==> config.mk <==
export PLATFORM = sky130hd
export DESIGN_NAME = spi_cfg_master_flat
export DESIGN_NICKNAME = d
export VERILOG_FILES = /design/src/rtl/spi_cfg_master_if.sv /design/src/rtl/spi_cfg_master.sv /design/src/flat_wrapper.sv
export SDC_FILE = /design/constraint.sdc
export NUM_CORES = 1
export LEC_CHECK = 0
export CAP_MARGIN = 25
export CORE_ASPECT_RATIO = 0.8
export CORE_MARGIN = 5
export CORE_UTILIZATION = 48
export CTS_BUF_LIST = sky130_fd_sc_hd__clkbuf_8
export CTS_CLUSTER_SIZE = 12
export DETAILED_ROUTE_END_ITERATION = 8
export GPL_TIMING_DRIVEN = 0
export PLACE_DENSITY = 0.82
export SYNTH_ARGS = -nofsm -noshare
export SYNTH_HDL_FRONTEND = slang
export SYNTH_SLANG_ARGS = --single-unit
==> constraint.sdc <==
create_clock -name clk -period 2.1 [get_ports clk]
set_input_delay 0.315 -clock clk [delete_from_list [all_inputs] [get_ports clk]]
set_output_delay 0.315 -clock clk [all_outputs]
set_load 0.02 [all_outputs]
==> src/rtl/spi_cfg_master_if.sv <==
// Request bus and SPI pins of spi_cfg_master: two write requesters in, SPI mode-0 frame out.
interface spi_cfg_master_if;
  logic [1:0]  req_valid;
  logic [13:0] req_addr;
  logic [15:0] req_data;
  logic [1:0]  req_ready;
  logic        sclk;
  logic        ncs;
  logic        copi;
  logic        busy;
  logic        done;
  logic        err;

  modport master (
    input  req_valid, req_addr, req_data,
    output req_ready, sclk, ncs, copi, busy, done, err
  );

  modport slave (
    output req_valid, req_addr, req_data,
    input  req_ready, sclk, ncs, copi, busy, done, err
  );
endinterface

==> src/rtl/spi_cfg_master.sv <==
// Two-requester round-robin SPI (mode 0) register-write master: 16-bit frames {1, addr[6:0], data[7:0]}.
// Optional macro SPI_CFG_ADDR_CHECK_EN rejects addresses above MAX_ADDR with an err pulse.
module spi_cfg_master #(
  parameter int unsigned CLK_DIV    = 4,
  parameter int unsigned GAP_CYCLES = 4,
  parameter logic [6:0]  MAX_ADDR   = 7'h04
) (
  input  logic             clk,
  input  logic             rst_n,
  spi_cfg_master_if.master bus
);
  typedef enum logic [2:0] {
    ST_IDLE  = 3'd0,
    ST_SETUP = 3'd1,
    ST_SHIFT = 3'd2,
    ST_HOLD  = 3'd3,
    ST_GAP   = 3'd4
  } state_t;

  localparam logic [7:0] DIV_LOAD = 8'(CLK_DIV - 1);
  localparam logic [7:0] GAP_LOAD = 8'(GAP_CYCLES - 1);

  state_t      r_state, w_state_nx;
  logic [7:0]  r_div, w_div_nx;
  logic [4:0]  r_bits, w_bits_nx;
  logic [15:0] r_frame, w_frame_nx;
  logic [1:0]  r_ready, w_ready_nx;
  logic        r_ptr, w_ptr_nx;
  logic        r_sclk, w_sclk_nx;
  logic        r_ncs, w_ncs_nx;
  logic        r_copi, w_copi_nx;
  logic        r_busy, w_busy_nx;
  logic        r_done, w_done_nx;
  logic        w_gnt;
  logic        w_grant;
  logic        w_reject;
  logic [6:0]  w_addr;
  logic [7:0]  w_data;

  // A lone request wins outright; with both pending the pointer decides.
  always_comb begin
    w_gnt = r_ptr;
    if (bus.req_valid == 2'b01) begin
      w_gnt = 1'b0;
    end else if (bus.req_valid == 2'b10) begin
      w_gnt = 1'b1;
    end else begin
      w_gnt = r_ptr;
    end
  end

  assign w_addr  = w_gnt ? bus.req_addr[13:7] : bus.req_addr[6:0];
  assign w_data  = w_gnt ? bus.req_data[15:8] : bus.req_data[7:0];
  assign w_grant = (r_state == ST_IDLE) && (r_ready == 2'b00) && (bus.req_valid != 2'b00);

`ifdef SPI_CFG_ADDR_CHECK_EN
  logic r_bad;
  logic r_err;

  // Flag an out-of-range grant; the rejection is reported the cycle after req_ready.
  always_ff @(posedge clk) begin
    if (!rst_n) begin
      r_bad <= 1'b0;
      r_err <= 1'b0;
    end else begin
      if (w_grant) begin
        r_bad <= (w_addr > MAX_ADDR);
      end else begin
        r_bad <= r_bad;
      end
      r_err <= (r_state == ST_IDLE) && (r_ready != 2'b00) && r_bad;
    end
  end

  assign w_reject = r_bad;
  assign bus.err  = r_err;
`else
  assign w_reject = 1'b0;
  assign bus.err  = 1'b0;
`endif

  // Next-state and next-output decode; outputs are registered from these values.
  always_comb begin
    w_state_nx = r_state;
    w_div_nx   = r_div;
    w_bits_nx  = r_bits;
    w_frame_nx = r_frame;
    w_ptr_nx   = r_ptr;
    w_ready_nx = 2'b00;
    w_sclk_nx  = 1'b0;
    w_ncs_nx   = 1'b1;
    w_copi_nx  = r_copi;
    w_done_nx  = 1'b0;
    case (r_state)
      ST_IDLE: begin
        w_copi_nx = 1'b0;
        if (r_ready != 2'b00) begin
          if (w_reject) begin
            w_state_nx = ST_IDLE;
          end else begin
            w_state_nx = ST_SETUP;
            w_div_nx   = DIV_LOAD;
            w_bits_nx  = 5'd0;
            w_ncs_nx   = 1'b0;
            w_copi_nx  = r_frame[15];
          end
        end else if (w_grant) begin
          w_ready_nx = w_gnt ? 2'b10 : 2'b01;
          w_ptr_nx   = ~w_gnt;
          w_frame_nx = {1'b1, w_addr, w_data};
        end else begin
          w_state_nx = ST_IDLE;
        end
      end
      ST_SETUP: begin
        w_ncs_nx = 1'b0;
        if (r_div == 8'd0) begin
          w_state_nx = ST_SHIFT;
          w_div_nx   = DIV_LOAD;
          w_sclk_nx  = 1'b1;
          w_bits_nx  = 5'd1;
        end else begin
          w_div_nx = r_div - 8'd1;
        end
      end
      ST_SHIFT: begin
        w_ncs_nx  = 1'b0;
        w_sclk_nx = r_sclk;
        if (r_div != 8'd0) begin
          w_div_nx = r_div - 8'd1;
        end else if (r_sclk) begin
          // Falling edge: present the next bit so it is stable across the whole high phase.
          w_sclk_nx  = 1'b0;
          w_div_nx   = DIV_LOAD;
          w_frame_nx = {r_frame[14:0], 1'b0};
          w_copi_nx  = r_frame[14];
        end else if (r_bits == 5'd16) begin
          w_state_nx = ST_HOLD;
          w_div_nx   = DIV_LOAD;
        end else begin
          w_sclk_nx = 1'b1;
          w_div_nx  = DIV_LOAD;
          w_bits_nx = r_bits + 5'd1;
        end
      end
      ST_HOLD: begin
        w_ncs_nx = 1'b0;
        if (r_div == 8'd0) begin
          w_state_nx = ST_GAP;
          w_ncs_nx   = 1'b1;
          w_done_nx  = 1'b1;
          w_copi_nx  = 1'b0;
          w_div_nx   = GAP_LOAD;
        end else begin
          w_div_nx = r_div - 8'd1;
        end
      end
      ST_GAP: begin
        if (r_div == 8'd0) begin
          w_state_nx = ST_IDLE;
        end else begin
          w_div_nx = r_div - 8'd1;
        end
      end
      default: begin
        w_state_nx = ST_IDLE;
        w_copi_nx  = 1'b0;
      end
    endcase
    w_busy_nx = (w_state_nx != ST_IDLE) || (w_ready_nx != 2'b00);
  end

  // State, counters and registered outputs.
  always_ff @(posedge clk) begin
    if (!rst_n) begin
      r_state <= ST_IDLE;
      r_div   <= 8'd0;
      r_bits  <= 5'd0;
      r_frame <= 16'h0000;
      r_ready <= 2'b00;
      r_ptr   <= 1'b0;
      r_sclk  <= 1'b0;
      r_ncs   <= 1'b1;
      r_copi  <= 1'b0;
      r_busy  <= 1'b0;
      r_done  <= 1'b0;
    end else begin
      r_state <= w_state_nx;
      r_div   <= w_div_nx;
      r_bits  <= w_bits_nx;
      r_frame <= w_frame_nx;
      r_ready <= w_ready_nx;
      r_ptr   <= w_ptr_nx;
      r_sclk  <= w_sclk_nx;
      r_ncs   <= w_ncs_nx;
      r_copi  <= w_copi_nx;
      r_busy  <= w_busy_nx;
      r_done  <= w_done_nx;
    end
  end

  assign bus.req_ready = r_ready;
  assign bus.sclk      = r_sclk;
  assign bus.ncs       = r_ncs;
  assign bus.copi      = r_copi;
  assign bus.busy      = r_busy;
  assign bus.done      = r_done;
endmodule

==> src/flat_wrapper.sv <==
// flat-port wrapper written by rule: the top's interface ports become plain ports
module spi_cfg_master_flat 
#(
  parameter int unsigned CLK_DIV    = 4,
  parameter int unsigned GAP_CYCLES = 4,
  parameter logic [6:0]  MAX_ADDR   = 7'h04
)
  (clk, rst_n, bus_req_valid, bus_req_addr, bus_req_data, bus_req_ready, bus_sclk, bus_ncs, bus_copi, bus_busy, bus_done, bus_err);
  spi_cfg_master_if bus_i ();
  input  logic clk;
  input  logic rst_n;
  input wire logic [$bits(bus_i.req_valid)-1:0] bus_req_valid;
  input wire logic [$bits(bus_i.req_addr)-1:0] bus_req_addr;
  input wire logic [$bits(bus_i.req_data)-1:0] bus_req_data;
  output wire logic [$bits(bus_i.req_ready)-1:0] bus_req_ready;
  output wire logic [$bits(bus_i.sclk)-1:0] bus_sclk;
  output wire logic [$bits(bus_i.ncs)-1:0] bus_ncs;
  output wire logic [$bits(bus_i.copi)-1:0] bus_copi;
  output wire logic [$bits(bus_i.busy)-1:0] bus_busy;
  output wire logic [$bits(bus_i.done)-1:0] bus_done;
  output wire logic [$bits(bus_i.err)-1:0] bus_err;
  assign bus_i.req_valid = bus_req_valid;
  assign bus_i.req_addr = bus_req_addr;
  assign bus_i.req_data = bus_req_data;
  assign bus_req_ready = bus_i.req_ready;
  assign bus_sclk = bus_i.sclk;
  assign bus_ncs = bus_i.ncs;
  assign bus_copi = bus_i.copi;
  assign bus_busy = bus_i.busy;
  assign bus_done = bus_i.done;
  assign bus_err = bus_i.err;
  spi_cfg_master #(.CLK_DIV(CLK_DIV), .GAP_CYCLES(GAP_CYCLES), .MAX_ADDR(MAX_ADDR)) u_core (.clk(clk), .rst_n(rst_n), .bus(bus_i));
endmodule
* After elaboration in Yosys (flattened, before gate mapping)
Index checks and enable logic that the tools add are counted.
W data, S select, Z words.
** Storage, ports and cells
- Bits in registers :: 40
- Output and inout port bits :: 8
- Logic and storage cells :: 101
** Operators by class
- Add/sub/neg operators :: 2
- Equal/unequal tests :: 17
- Multiplexer cells :: 45
- Bitwise logic cells :: 3
- Reductions and logical operators :: 23
** Operators by type and width (count)
- $mux W16 :: 4
- $mux W8 :: 5
- $pmux W16 S2 :: 1
- $pmux W8 S4 :: 1
- $mux W5 :: 5
- $mux W3 :: 8
- $pmux W3 S5 :: 1
- $pmux W5 S3 :: 1
- $ne A2 B2 Y1 const B :: 6
- $mux W1 :: 11
- $logic_not A8 Y1 :: 1
- $mux W2 :: 4
- $ne A2 B1 Y1 const B :: 4
- $reduce_bool A2 Y1 :: 4
- $reduce_bool A8 Y1 :: 1
- $sub A8 B1 Y8 const B :: 1
- $mux W7 :: 1
- $eq A3 B2 Y1 const B :: 2
- $reduce_and A3 Y1 :: 2
- $reduce_and A6 Y1 :: 1
- $reduce_bool A3 Y1 :: 2
- $reduce_or A2 Y1 :: 3
- $add A5 B1 Y5 const B :: 1
- $eq A5 B5 Y1 const B :: 1
- other kinds (16) :: 19

* Logic depth before layout (Yosys ltp)
Gate-level depths: netlist of run 1.
- Depth in word-level cells :: 9
- Depth in mapped cells :: 8
- Gate-level depth less buffers :: 7

* Worst setup path after synthesis of run 1
Ideal clock, no wire load.
- Path type :: register to register
- Start :: register u_core.r_div[4]
- End :: register u_core.r_frame[10]
- Arrival time :: 1.895 ns
- Data required time :: 1.984 ns
- Setup slack :: 0.089 ns
- Stages on the path, launching flop included :: 7
- Buffers on the path :: 2
- Clock period less this slack :: 2.011 ns
- Cell sequence :: dfxtp_1 > or4_4 > nor3_2 > o22ai_1 > buf_2 > buf_6 > a31o_2
** On the way
- Cells in the longest elaborated chain, start to end :: 3
** RTL lines
- start, declared :: RTL line spi_cfg_master.sv:24 : logic [7:0] r_div, w_div_nx;
- start signal, assigned :: RTL line spi_cfg_master.sv:189 : r_div <= w_div_nx;
- $reduce_bool A8 Y1 :: RTL line spi_cfg_master.sv:129 : if (r_div != 8'd0) begin
- $ne A2 B2 Y1 (no source line)
- $reduce_and A5 Y1 (no source line)
- end signal, assigned :: RTL line spi_cfg_master.sv:191 : r_frame <= w_frame_nx;
- end, declared :: RTL line spi_cfg_master.sv:26 : logic [15:0] r_frame, w_frame_nx;
No other way between the ends.
A chain may end at the register's enable or synchronous reset.

* Worst setup path in the final report of run 1
- Start :: register u_core.r_div[6]
- End :: register u_core.r_state[0]
** On the way
- Cells in the longest elaborated chain, start to end :: 3
- Elaborated cells on any way between the ends :: 7
- Those cells by class :: mux (5); reduce/logical (2)
** RTL lines
- $logic_not A8 Y1 / $reduce_bool A8 Y1 (equally long branches)
- $mux W3 (on tied branches)
- $pmux W3 S5 (*) :: RTL line spi_cfg_master.sv:94 : case (r_state)
- end signal, assigned :: RTL line spi_cfg_master.sv:188 : r_state <= w_state_nx;
- end, declared :: RTL line spi_cfg_master.sv:23 : state_t r_state, w_state_nx;
Every way passes the cells marked *; elsewhere a longest branch is shown, timed or not.

==> results of run 1 <==
## cells in the mapped netlist (3+ instances only)
library cell | number | area share [%]
nand2_1 | 39 | 6.9
o211a_1 | 3 | 1.4
dfxtp_1 | 40 | 38
nor4_1 | 4 | 1.2
mux2i_1 | 3 | 1.4
nor3_1 | 5 | 1.2
nand4_1 | 4 | 1.2
nor4b_1 | 3 | 1.2
nand2b_1 | 3 | 0.89
xnor2_1 | 9 | 3.7
and2_1 | 3 | 0.89
o21ai_0 | 20 | 4.7
nor2_1 | 22 | 3.9
clkbuf_1 | 13 | 2.3
ha_1 | 3 | 1.8
inv_1 | 7 | 1.2
a311oi_1 | 14 | 5.8
a31o_2 | 14 | 5.8
nand3_1 | 4 | 0.95
## layout make-up
type	instances	area (sq um)	area share, %
multi-input cells	187	1310	45.4
flip-flops and latches	40	803	27.9
repair buffers	49	477	16.6
plain buffers	17	98.8	3.43
clock buffers	7	96.3	3.35
well taps	57	71.3	2.48
inverters	7	26.3	0.913
## cells by family after synthesis
| logic type | count (synthesis) | synth area share [%] |
|---|---|---|
| XOR/XNOR | 10 | 4.15 |
| multiplexers | 4 | 1.96 |
| adder cells (fa/ha/maj) | 3 | 1.78 |
| other | 1 | 0.178 |
| buffers and inverters | 25 | 5.46 |
| AO/OA/AOI/OAI | 70 | 24.7 |
| AND/OR/NAND/NOR | 99 | 23.7 |
| flip-flops | 40 | 38.0 |
## layout by cell type (no fill, tap or decap), types with 2 or more instances in the layout
cell type / n
a311oi_2: 3
clkbuf_1: 11
xnor2_1: 9
or4_4: 2
o21ai_2: 2
dfxtp_2: 2
nand2b_1: 3
or3_1: 2
buf_4: 9
nand2_1: 39
dfxtp_1: 38
clkdlybuf4s50_1: 39
nor3_4: 3
o211ai_1: 2
nor4_1: 4
o211a_1: 3
a31o_2: 14
and2_1: 3
clkbuf_8: 7
mux2i_1: 3
nor2_1: 21
nor3_1: 3
a311oi_1: 11
o21ai_1: 2
nand4_1: 4
o21ai_0: 18
inv_1: 7
nor4b_1: 2
nor3b_1: 2
ha_1: 3
buf_6: 2
nand3_1: 4
## routing by layer
layer | wire, um | part of all wire [%] | GRT usage, %
met5 | 0 | 0 | 0
met4 | 63 | 1.1 | 5.36
met3 | 384 | 6.7 | 4.28
met2 | 2670 | 47 | 28.5
met1 | 2600 | 45 | 26.2
## timing repair
action | CTS | global route
cloned | 0 | 2
pin swaps | 4 | 6
resized for setup | 9 | 23
endpoints found under the setup margin | 26 | 27
setup buffers | 3 | 4
## final timing paths
kind	slack [ns]	startpoint	endpoint	depth (start not counted)
setup / recovery	-0.04	u_core.r_div[6]$_SDFFE_PN0P_	u_core.r_state[0]$_SDFF_PN0_	6
hold / removal	0.48	u_core.r_frame[11]$_SDFFE_PN0P_	u_core.r_frame[11]$_SDFFE_PN0P_	1
setup reg to reg	-0.04	u_core.r_div[6]$_SDFFE_PN0P_	u_core.r_state[0]$_SDFF_PN0_	6
hold reg to reg	0.48	u_core.r_frame[11]$_SDFFE_PN0P_	u_core.r_frame[11]$_SDFFE_PN0P_	1
## critical path, stage by stage (launching register included)
cell and delay (ns):
dfxtp_2 0.33, or4_4 0.56, or3_4 0.46, buf_8 0.17, nor4b_1 0.30, a31oi_1 0.08
a21oi_1 0.16
## through the flow
stage | setup TNS (ns) | worst slack, ns | instance area [sq um] | util [%] | std cells
after floorplan | 0 | 0.0888 | 2110 | - | 252
after global placement | -4.72 | -0.413 | 2570 | 61.1 | 348
after detailed placement | -5.31 | -0.468 | 2570 | 61.2 | 349
after CTS | -0.00230 | -0.00229 | 2730 | 65.0 | 359
after global routing | -0.296 | -0.0900 | 2880 | 68.5 | 364
final | -0.0599 | -0.0383 | 2880 | 68.5 | 364
## where the power goes
group	switching (mW)	leakage (nW)	total, mW	internal (mW)
combinational	1.38	0.683	2.66	1.28
clock	0.265	0.0503	0.558	0.293
sequential	0.198	0.329	1.23	1.04
## sequential cells by signal, indices dropped and copies added, names as in the netlist
signal / flops
u_core.r_ptr: 1
u_core.bus.busy: 1
u_core.bus.copi: 1
u_core.r_div: 8
u_core.r_state: 3
u_core.r_frame: 16
u_core.bus.sclk: 1
u_core.bus.done: 1
u_core.r_bits: 5
u_core.bus.req_ready: 2
u_core.bus.ncs: 1
==> impl_metrics.csv, run 1 <==
group,metric,value,unit
run_status,status,"finished with violations",
run_status,violations,"negative setup slack",
sta,period_minus_slack,2.14,ns
clock_tree,path_clk_slew,0.08,ns
sta,relSlewSlack,36.5,%
setup_path,critPathKind,"reg -> reg",
synthesis,synth_edf_count,0,
sta,slew_viol_final,0,
synthesis,async_reset_ff_share,0,%
place,gp_congestion,0.914,
run,max-cap-violations,0,
global_routing,grt_max_degree,12,
setup_path,critPathArrivalTime,2.37,ns
power_and_ir_drop,max-vdd-ir-drop,761,uV
drt,dr.first_iter.drc_count,248,
sta,finalClockSkew,0.00435,ns
final_layout,fillers,320,
power_and_ir_drop,p_per_area,1550,nW/um^2
floorplanning,dieArea,5830,sq um
synthesis,ys_ff_latch,40,
global_routing,grt_overflow_total,0,
setup_path,crit_path_start_kind,"flip-flop",
power_and_ir_drop,power_leakage,1.06,nW
synthesis,ys.flop_type,"dfxtp_1",
synthesis,netlist_area,2110,sq um
place,io_buffers,39,
global_routing,antenna_found_initial,0,
sta,holdWs,0.485,ns
power_and_ir_drop,fin_total_pwr,4.45,mW
synthesis,synth_cell_types,51,
clock_tree,cts_tree,"yes",
sta,hold_violations,0,
sta,worstMarginPinSlew,0.939,ns
final_layout,drive_above_1_share,18.9,%
clock_tree,root_buffer,"clkbuf_8",
drt,antenna_left,0,
sta,timing.final.ws_setup,-0.0383,ns
synthesis,netlist_instances,252,
floorplanning,core_area,4200,sq um
setup_path,endpoint_kind,"flip-flop",
min_path,hold_class,"reg -> reg",
drt,vias,2100,
setup_path,worstPathRequired,2.33,ns
setup_path,cp_max_fo,5,
global_routing,grt_first_pass_wirelength,9.14,mm
clock_tree,numClockSinks,40,
sta,setup_viol,2,
drt,vias_per_cell,5.77,
global_routing,grt_pass1_vias,1918,
final_layout,area_growth,36.6,%
sta,max_freq,0.468,GHz
clock_tree,cts_buffers,5,
clock_tree,h-tree-depth,2,
final_layout,final_nets,344,
floorplanning,initial_core_util,50.1,%
drt,routedWlPerCell,15.7,um
sta,post-route-period-util,102,%
clock_tree,holdBufCountCts,0,
synthesis,syn-num-nets,289,
sta,rsz0062_at_grt,"yes",
clock_tree,clk_latency,0.29,ns
clock_tree,clk_path_buf_depth,2,
synthesis,yosysWarnings,0,
drt,dr.pass1.iters,4,
final_layout,num_antenna_cells,0,
synthesis,synth_area_per_cell,8.37,sq um
global_routing,grt.total_usage,18.7,%
synthesis,yosysSeqAreaShare,38.0,%
floorplanning,io_pins,42,
place,dpl.hpwl,3.91,mm
floorplanning,dieHeight,69.3,um
floorplanning,core.rowCount,21,
drt,routed_wl,5.71,mm
drt,drc,0,
floorplanning,die_w,84.1,um
No activity file was read; power rests on OpenSTA's default activity.
==> inputs of run 2 (changes only) <==
--- a/config.mk
+++ b/config.mk
@@ -7,7 +7,6 @@
 export LEC_CHECK = 0
 export CAP_MARGIN = 25
 export CORE_ASPECT_RATIO = 0.8
-export CORE_MARGIN = 5
 export CORE_UTILIZATION = 48
 export CTS_BUF_LIST = sky130_fd_sc_hd__clkbuf_8
 export CTS_CLUSTER_SIZE = 12
==> run 2 against run 1 <==
Against the previous run:
- the flow still finishes with violations (negative setup slack)
- register-to-register slack better by 0.03 ns
- clock power down 3.8%
- sequential share of layout area up 0.56 points
- maximum frequency up 1.4%
- global-route usage up 5.6 points
- clock skew down 0.0010 ns
- die area down 20%
- final cell count down 0.55%
- hold slack better by 0.0014 ns
- worst setup slack better by 0.029 ns
- wire length down 1.6%
- critical endpoint is now u_core.r_bits[4]$_SDFFE_PN0P_
==> impl_metrics.csv, run 2 (synthesis gave the netlist of run 1 again) <==
group,metric,value,unit
run_status,status,"finished with violations",
run_status,violations,"negative setup slack",
global_routing,grt_overflow_total,0,
min_path,hold_path_end,"u_core.r_frame[10]$_SDFFE_PN0P_",
drt,dr.pass1.iters,5,
drt,vias,2132,
power_and_ir_drop,p_per_area,1460,nW/um^2
power_and_ir_drop,power_leakage,1.04,nW
sta,setup_viol,2,
sta,post-route-period-util,100,%
final_layout,area_growth,33.9,%
place,dpl.hpwl,3.70,mm
sta,max_freq,0.474,GHz
drt,antenna_left,0,
final_layout,fillers,346,
final_layout,largestRegisters,"u_core.r_frame: 16 flops, u_core.r_div: 8 flops, u_core.r_bits: 5 flops",
place,io_buffers,39,
clock_tree,cts_tree,"yes",
drt,dr.first_iter.drc_count,177,
drt,vias_per_cell,5.89,
setup_path,worstPathRequired,2.29,ns
sta,period_minus_slack,2.11,ns
setup_path,reg2reg_to,"u_core.r_bits[4]$_SDFFE_PN0P_",
floorplanning,core.rowCount,21,
power_and_ir_drop,fin_total_pwr,4.12,mW
setup_path,cp_max_fo,10,
setup_path,critPathKind,"reg -> reg",
run,max-cap-violations,0,
clock_tree,h-tree-depth,2,
place,dpl_cell_area,2570,sq um
sta,relSlewSlack,44.4,%
clock_tree,clk_latency,0.30,ns
global_routing,antenna_found_initial,0,
clock_tree,path_clk_slew,0.08,ns
final_layout,final_cell_mix,"nand2_1, clkdlybuf4s50_1, dfxtp_1",
floorplanning,die_w,76.1,um
sta,worstMarginPinSlew,0.824,ns
place,gp_congestion,0.929,
sta,timing.final.ws_setup,-0.00923,ns
final_layout,num_antenna_cells,0,
final_layout,top_register,"u_core.r_frame",
drt,routedWlPerCell,15.5,um
clock_tree,root_buffer,"clkbuf_8",
setup_path,endpoint_kind,"flip-flop",
power_and_ir_drop,max-vdd-ir-drop,804,uV
clock_tree,cts_buffers,5,
setup_path,crit_path_start_kind,"flip-flop",
setup_path,worstReg2RegStart,"u_core.r_div[6]$_SDFFE_PN0P_",
drt,routed_wl,5.62,mm
sta,rsz0062_at_grt,"yes",
floorplanning,core_area,4200,sq um
sta,hold_violations,0,
min_path,hold_class,"reg -> reg",
setup_path,rrSetupSlack,-0.009,ns
floorplanning,initial_core_util,50.1,%
global_routing,grt.total_usage,24.3,%
sta,finalClockSkew,0.00333,ns
setup_path,r2r_cells,6,
floorplanning,dieHeight,61.3,um
global_routing,grt_pass1_vias,1894,
clock_tree,holdBufCountCts,0,
floorplanning,io_pins,42,
setup_path,critPathArrivalTime,2.30,ns
final_layout,final_nets,341,
global_routing,grt_max_degree,13,
clock_tree,numClockSinks,40,
floorplanning,dieArea,4660,sq um
final_layout,drive_above_1_share,18.4,%
final_layout,largest_reg_flops,16,
global_routing,grt_first_pass_wirelength,8.74,mm
clock_tree,clk_path_buf_depth,2,
drt,drc,0,
final_layout,final_area,2820,sq um
sta,slew_viol_final,0,
min_path,min_path_cells,1,
min_path,hold_start,"u_core.r_frame[10]$_SDFFE_PN0P_",
==> run 2: critical path, cell delays in order, from the launching register on <==
cell     delay [ns]
dfxtp_2        0.33
or4_4          0.57
or3_4          0.46
buf_6          0.18
nor4_4         0.27
xnor2_1        0.15
nor2_1         0.05
==> run 2: per-stage QoR <==
stage / utilization (%) / std cells / hold WS (ns) / TNS, ns / setup slack [ns]
3_5_place_dp: 61.3 / 349 / 0.468 / -5.26 / -0.431
3_3_place_gp: 61.1 / 348 / 0.463 / -5.28 / -0.454
6_report: 67.1 / 362 / 0.486 / -0.00975 / -0.00923
5_1_grt: 67.1 / 362 / 0.505 / -0.995 / -0.0839
2_1_floorplan: - / 252 / 0.455 / 0 / 0.0888
4_1_cts: 64.6 / 359 / 0.486 / -0.149 / -0.0450
==> run 2: how the worst max path moves through the flow <==
stage	start	to
floorplan	u_core.r_div[4]$_SDFFE_PN0P_	u_core.r_frame[10]$_SDFFE_PN0P_
detailed placement	bus_req_valid[1]	u_core.r_frame[8]$_SDFFE_PN0P_
finish	u_core.r_div[6]$_SDFFE_PN0P_	u_core.r_bits[4]$_SDFFE_PN0P_
global placement	bus_req_valid[1]	u_core.r_frame[8]$_SDFFE_PN0P_
global route	u_core.r_div[6]$_SDFFE_PN0P_	u_core.r_bits[4]$_SDFFE_PN0P_
CTS	u_core.r_div[4]$_SDFFE_PN0P_	u_core.r_bits[0]$_SDFFE_PN0P_
==> run 2: area by class of cell <==
type	instances	area, sq um	area share, %
multi-input cells	187	1300	46.0
flip-flops and latches	40	803	28.5
repair buffers	46	440	15.6
plain buffers	17	88.8	3.15
clock buffers	6	82.6	2.93
well taps	57	71.3	2.53
inverters	7	26.3	0.931
clock inverters	2	11.3	0.399
==> run 2: per-layer routing <==
metal  share of wire [%]  routed length (um)  vias to the layer above  global-route usage [%]
li1                    -                   -                     1023                       -
met1                  46                2570                     1024                    31.6
met2                  46                2600                       73                    40.3
met3                 6.3                 353                       12                    6.07
met4                 1.7                  97                        0                    8.79
met5                   0                   0                        -                       0
==> run 2: power breakdown <==
part	switching [mW]	internal, mW	total [mW]
Combinational	1.30	1.05	2.35
Sequential	0.197	1.03	1.23
Clock	0.275	0.262	0.537
==> run 2: timing repair <==
action,4_1_cts,5_1_grt
endpoints found under the setup margin,27,25
pin swaps,1,5
gates resized for setup,7,19
setup buffers,2,4
